[src/rtl/instr_encoder.sv]
// Encodes load/store/branch requests into 32-bit instruction words and writes
// them sequentially into an instruction memory, with range/format error reporting.
module instr_encoder #(
    parameter int MEM_DEPTH = 64,
    parameter int ADDR_W    = 6
) (
    input  logic              clk,
    input  logic              rst_n,
    input  logic              clear,
    input  logic              in_valid,
    output logic              in_ready,
    input  logic [1:0]        in_fmt,
    input  logic [4:0]        in_rd,
    input  logic [4:0]        in_rs1,
    input  logic [4:0]        in_rs2,
    input  logic [2:0]        in_funct3,
    input  logic [63:0]       in_imm,
    output logic              mem_we,
    output logic [ADDR_W-1:0] mem_addr,
    output logic [31:0]       mem_wdata,
    input  logic              mem_ready,
    output logic              err_valid,
    output logic [1:0]        err_code,
    output logic [ADDR_W:0]   word_count,
    output logic              full
);

    typedef enum logic [1:0] {IDLE, WRITE, FULL} state_t;

    localparam logic [ADDR_W:0] DEPTH_C = (ADDR_W+1)'(MEM_DEPTH);

    state_t            state_q, state_d;
    logic [ADDR_W-1:0] addr_q, addr_d;
    logic [31:0]       wdata_q, wdata_d;
    logic              err_valid_q, err_valid_d;
    logic [1:0]        err_code_q, err_code_d;
    logic [ADDR_W:0]   count_q, count_d;

    logic              accept;
    logic              imm_ok;
    logic [ADDR_W:0]   count_inc;
    logic [31:0]       enc;

    // Gated by rst_n so the handshake is dead while reset is held.
    assign in_ready  = rst_n && !clear && (state_q == IDLE);
    assign accept    = in_valid && in_ready;
    assign imm_ok    = (in_imm[63:11] == {53{in_imm[11]}});
    assign count_inc = count_q + 1'b1;

    always_comb begin
        enc = 32'h0;
        case (in_fmt)
            2'b00: enc = {in_imm[11:0], in_rs1, in_funct3, in_rd, 7'b0000011};
            2'b01: enc = {in_imm[11:5], in_rs2, in_rs1, in_funct3, in_imm[4:0], 7'b0100011};
            // Bit placement is the exact inverse of the core's SB immediate generator.
            2'b10: enc = {in_imm[11], in_imm[9:4], in_rs2, in_rs1, in_funct3,
                          in_imm[3:0], in_imm[10], 7'b1100111};
            default: enc = 32'h0;
        endcase
    end

    always_comb begin
        state_d     = state_q;
        addr_d      = addr_q;
        wdata_d     = wdata_q;
        count_d     = count_q;
        err_valid_d = 1'b0;
        err_code_d  = 2'b00;
        if (clear) begin
            state_d = IDLE;
            count_d = '0;
        end else begin
            case (state_q)
                IDLE: begin
                    if (accept) begin
                        if (in_fmt == 2'b11) begin
                            err_valid_d = 1'b1;
                            err_code_d  = 2'b10;
                        end else if (!imm_ok) begin
                            err_valid_d = 1'b1;
                            err_code_d  = 2'b01;
                        end else begin
                            state_d = WRITE;
                            addr_d  = count_q[ADDR_W-1:0];
                            wdata_d = enc;
                        end
                    end
                end
                WRITE: begin
                    if (mem_ready) begin
                        count_d = count_inc;
                        state_d = (count_inc == DEPTH_C) ? FULL : IDLE;
                    end
                end
                FULL:    state_d = FULL;
                default: state_d = IDLE;
            endcase
        end
    end

    always_ff @(posedge clk or negedge rst_n) begin
        if (!rst_n) begin
            state_q     <= IDLE;
            addr_q      <= '0;
            wdata_q     <= '0;
            err_valid_q <= 1'b0;
            err_code_q  <= 2'b00;
            count_q     <= '0;
        end else begin
            state_q     <= state_d;
            addr_q      <= addr_d;
            wdata_q     <= wdata_d;
            err_valid_q <= err_valid_d;
            err_code_q  <= err_code_d;
            count_q     <= count_d;
        end
    end

    assign mem_we     = (state_q == WRITE);
    assign mem_addr   = addr_q;
    assign mem_wdata  = wdata_q;
    assign err_valid  = err_valid_q;
    assign err_code   = err_code_q;
    assign word_count = count_q;
    assign full       = (count_q == DEPTH_C);

endmodule

[config.mk]
export PLATFORM = sky130hd
export DESIGN_NAME = instr_encoder
export DESIGN_NICKNAME = d
export VERILOG_FILES = /design/src/rtl/instr_encoder.sv
export SDC_FILE = /design/constraint.sdc
export NUM_CORES = 1
export LEC_CHECK = 0
export ABC_AREA = 0
export BUFFER_PORTS_ARGS = -buffer_cell sky130_fd_sc_hd__buf_2
export CORE_ASPECT_RATIO = 0.75
export CORE_MARGIN = 5
export CORE_UTILIZATION = 40
export DETAILED_ROUTE_END_ITERATION = 8
export PLACE_DENSITY = 0.73
export REMOVE_ABC_BUFFERS = 1
export SLEW_MARGIN = 20
export SYNTH_ARGS = -nofsm -noshare
export SYNTH_HDL_FRONTEND = slang
export SYNTH_SLANG_ARGS = --single-unit
[constraint.sdc]
create_clock -name clk -period 2.47 [get_ports clk]
set_clock_uncertainty 0.05 [all_clocks]
set_input_delay 0.1235 -clock clk [delete_from_list [all_inputs] [get_ports clk]]
set_output_delay 0.1235 -clock clk [all_outputs]
set_load 0.005 [all_outputs]
==> results.json <==
{
  "status": "completed",
  "cts.path.max_buffers": 2,
  "leakage_nw": 1.946,
  "clk_latency_ps": 280,
  "setup_viol": 0,
  "cp_max_fo": 31,
  "syn_area_per_cell_sq_um": 10.14,
  "report.final.hold_viol_count": 0,
  "min_period_over_period": 0.8846,
  "max_freq_ghz": 0.4577,
  "viasPerCell": 5.092,
  "cts_resized": 0,
  "min_from": "in_rs1[0]",
  "final_nets": 481,
  "overflow": 0,
  "synth_area_leader_cell": "dfrtp_1",
  "syn_area_sq_mm": 0.002536,
  "antenna_found_initial": 0,
  "floorplan.io_pins": 140,
  "antennaDiodeCount": 0,
  "worstSetupEndpointType": "flop",
  "postCtsHoldBufs": 1,
  "grt_pass1_vias": 2340,
  "start_util": 0.4074,
  "yosysTopAreaCellShare": 0.4539,
  "cap_violations": 0,
  "hp-class": "input pin to flop",
  "cp.arrival_ps": 2300,
  "path_clk_slew_ps": 80,
  "firstDrtPassIters": 4,
  "num_rows": 25,
  "post-route-util": 0.5395,
  "reg2reg_from": "state_q[1]",
  "async_reset_ff_frac": 1.000,
  "root_buffer": "clkbuf_8",
  "die-area_sq_mm": 0.008050,
  "ctsHtreeMaxLevel": 2,
  "start_kind": "flop",
  "drcViolationCount": 0,
  "die_x_um": 101.9,
  "placeableCoreArea_sq_mm": 0.006225,
  "layout_min_cycle_time_ps": 2185,
  "synth_ff_type": "dfrtp_1",
  "synth_area_leaders": "dfrtp_1, mux2i_1, mux2_1",
  "grt_pass1_wl_um": 10820,
  "crit_start": "state_q[1]",
  "path_buf_inv": 1,
  "numCtsBuffers": 5,
  "die_y_um": 78.96,
  "routedWlPerCell_um": 14.51,
  "slew_headroom": 0.6269,
  "routed_wl_um": 6748,
  "cts_setup_buffers": 0,
  "worstMarginPinSlew_ps": 559.7,
  "crit_type": "flop to flop",
  "syn-instance-count": 250,
  "areaGrowthSynthToFinish_pct": 32.41,
  "ys_seq_area_frac": 0.4539,
  "gp_congestion": 0.7903,
  "yosys_warnings": 0,
  "slowest_delay_ps": 470,
  "slew_viol_final": 0,
  "hpwlAfterDp_um": 5396,
  "worstPathRequired_ps": 2580,
  "drt_iter0_markers": 93,
  "synth_edf_count": 0,
  "crit_slowest_cell": "nor4b_1",
  "ant_nets": 0,
  "drive_gt1_frac": 0.4010,
  "crit_chain": "nor4b_1, nand2_1, nor2_1, nand4_2, buf_4, mux2_1",
  "synthDistinctLibCells": 38,
  "power_mw": 1.351,
  "grt_max_degree": 47,
  "grtUsageTotal": 0.1670,
  "vias": 2368,
  "setup_slack_ps": 285.2,
  "max-vdd-ir-drop_mv": 0.2141,
  "powerDensity_mw_per_mm2": 402.4,
  "worst_path_dominant_cell_family": "simple AND/OR/NAND/NOR gates",
  "dp_slack_ps": 240.7,
  "synth-seq-cells": 46,
  "portBuffers": 137,
  "clock-sinks": 46,
  "rsz0062_at_grt": "false",
  "cts_tree": "built"
}
==> cells in the final DEF (no fill, tap or decap), drive strengths merged, types with 2 or more instances in the layout <==
master	synthesis	routed
ha	8	8
inv	19	19
nor2	12	12
a22o	11	11
nor4	7	7
nand2	21	21
conb	1	2
nand4	11	11
mux2	19	19
a21oi	6	6
xnor2	2	2
mux2i	15	15
buf	11	140
a222oi	6	6
or2	2	2
nand3	11	11
or4	2	2
nand2b	3	3
clkbuf	4	7
and3	2	2
xor2	4	4
nor3	8	8
dfrtp	46	46
or3	9	9
==> routing by layer <==
metal	track usage	up-vias	routed length, um
li1	-	1163	-
met2	0.2533	89	3059
met1	0.2438	1114	3107
met5	0	-	0
met4	0.03014	0	19
met3	0.04214	2	562
==> report_power, final <==
group	internal [mW]	switching (mW)
clock network	0.195	0.222
registers	0.754	0.000356
logic	0.0865	0.0934
==> final timing paths <==
| path | endpoint | slack, ps | cells after the start |
|---|---|---|---|
| worst max-delay path | mem_addr[3] | 290 | 6 |
| worst max register to register | mem_addr[3] | 290 | 6 |
| max in group asynchronous | mem_wdata[5] | 1550 | 3 |
| worst min-delay path | mem_wdata[15] | 20 | 3 |
| worst min register to register | mem_addr[0] | 440 | 1 |
| min in group asynchronous | mem_addr[1] | 430 | 3 |
==> kinds of logic after synthesis <==
group	Yosys count	synth area share
and+or+nand+nor	92	0.1904
DFF	46	0.4539
muxes	34	0.1436
buffers and inverters	34	0.05871
AOI/OAI and AO/OA	29	0.09176
adders and majority gates	8	0.03947
xor gates and xnor gates	6	0.02072
other	1	0.001479
==> synthesized netlist by cell type, types with 4 or more instances <==
| library cell | number |
|---|---|
| a21oi_1 | 6 |
| a222oi_1 | 6 |
| a22o_1 | 11 |
| buf_2 | 5 |
| buf_4 | 4 |
| clkbuf_1 | 4 |
| dfrtp_1 | 46 |
| ha_1 | 8 |
| inv_1 | 19 |
| mux2_1 | 13 |
| mux2_2 | 6 |
| mux2i_1 | 15 |
| nand2_1 | 21 |
| nand3_1 | 11 |
| nand4_1 | 10 |
| nor2_1 | 12 |
| nor3_1 | 8 |
| nor4_1 | 7 |
| or3_1 | 9 |
| xor2_1 | 4 |
==> registers in the layout, indices dropped and copies added (netlist names) <==
name	flops
err_valid	1
err_code	2
word_count	7
state_q	2
mem_wdata	28
mem_addr	6
==> cell type report <==
class	instances	area (sq um)
Tap cell	81	101.3
Sequential cell	46	1151
Multi-Input combinational cell	171	1240
Fill cell	589	2867
Inverter	19	71.32
Clock buffer	7	76.32
Timing Repair Buffer	141	718.2
==> tightest hold or removal path, delay by kind of cell <==
kind                   cells  cell delay, ps
buffers and inverters      1              90
multiplexers               1              50
AND/OR/NAND/NOR            1              40
==> stage by stage <==
stage,hold slack (ps),cell area (sq um),setup TNS [ps],cells
6_report,24.93,3358,0,465
5_1_grt,19.14,3358,0,465
3_3_place_gp,234.3,3272,0,457
2_1_floorplan,-222.1,2462,-3010,236
4_1_cts,10.99,3358,0,465
3_5_place_dp,232.0,3272,0,457
Power figures use the tool's default switching activity.
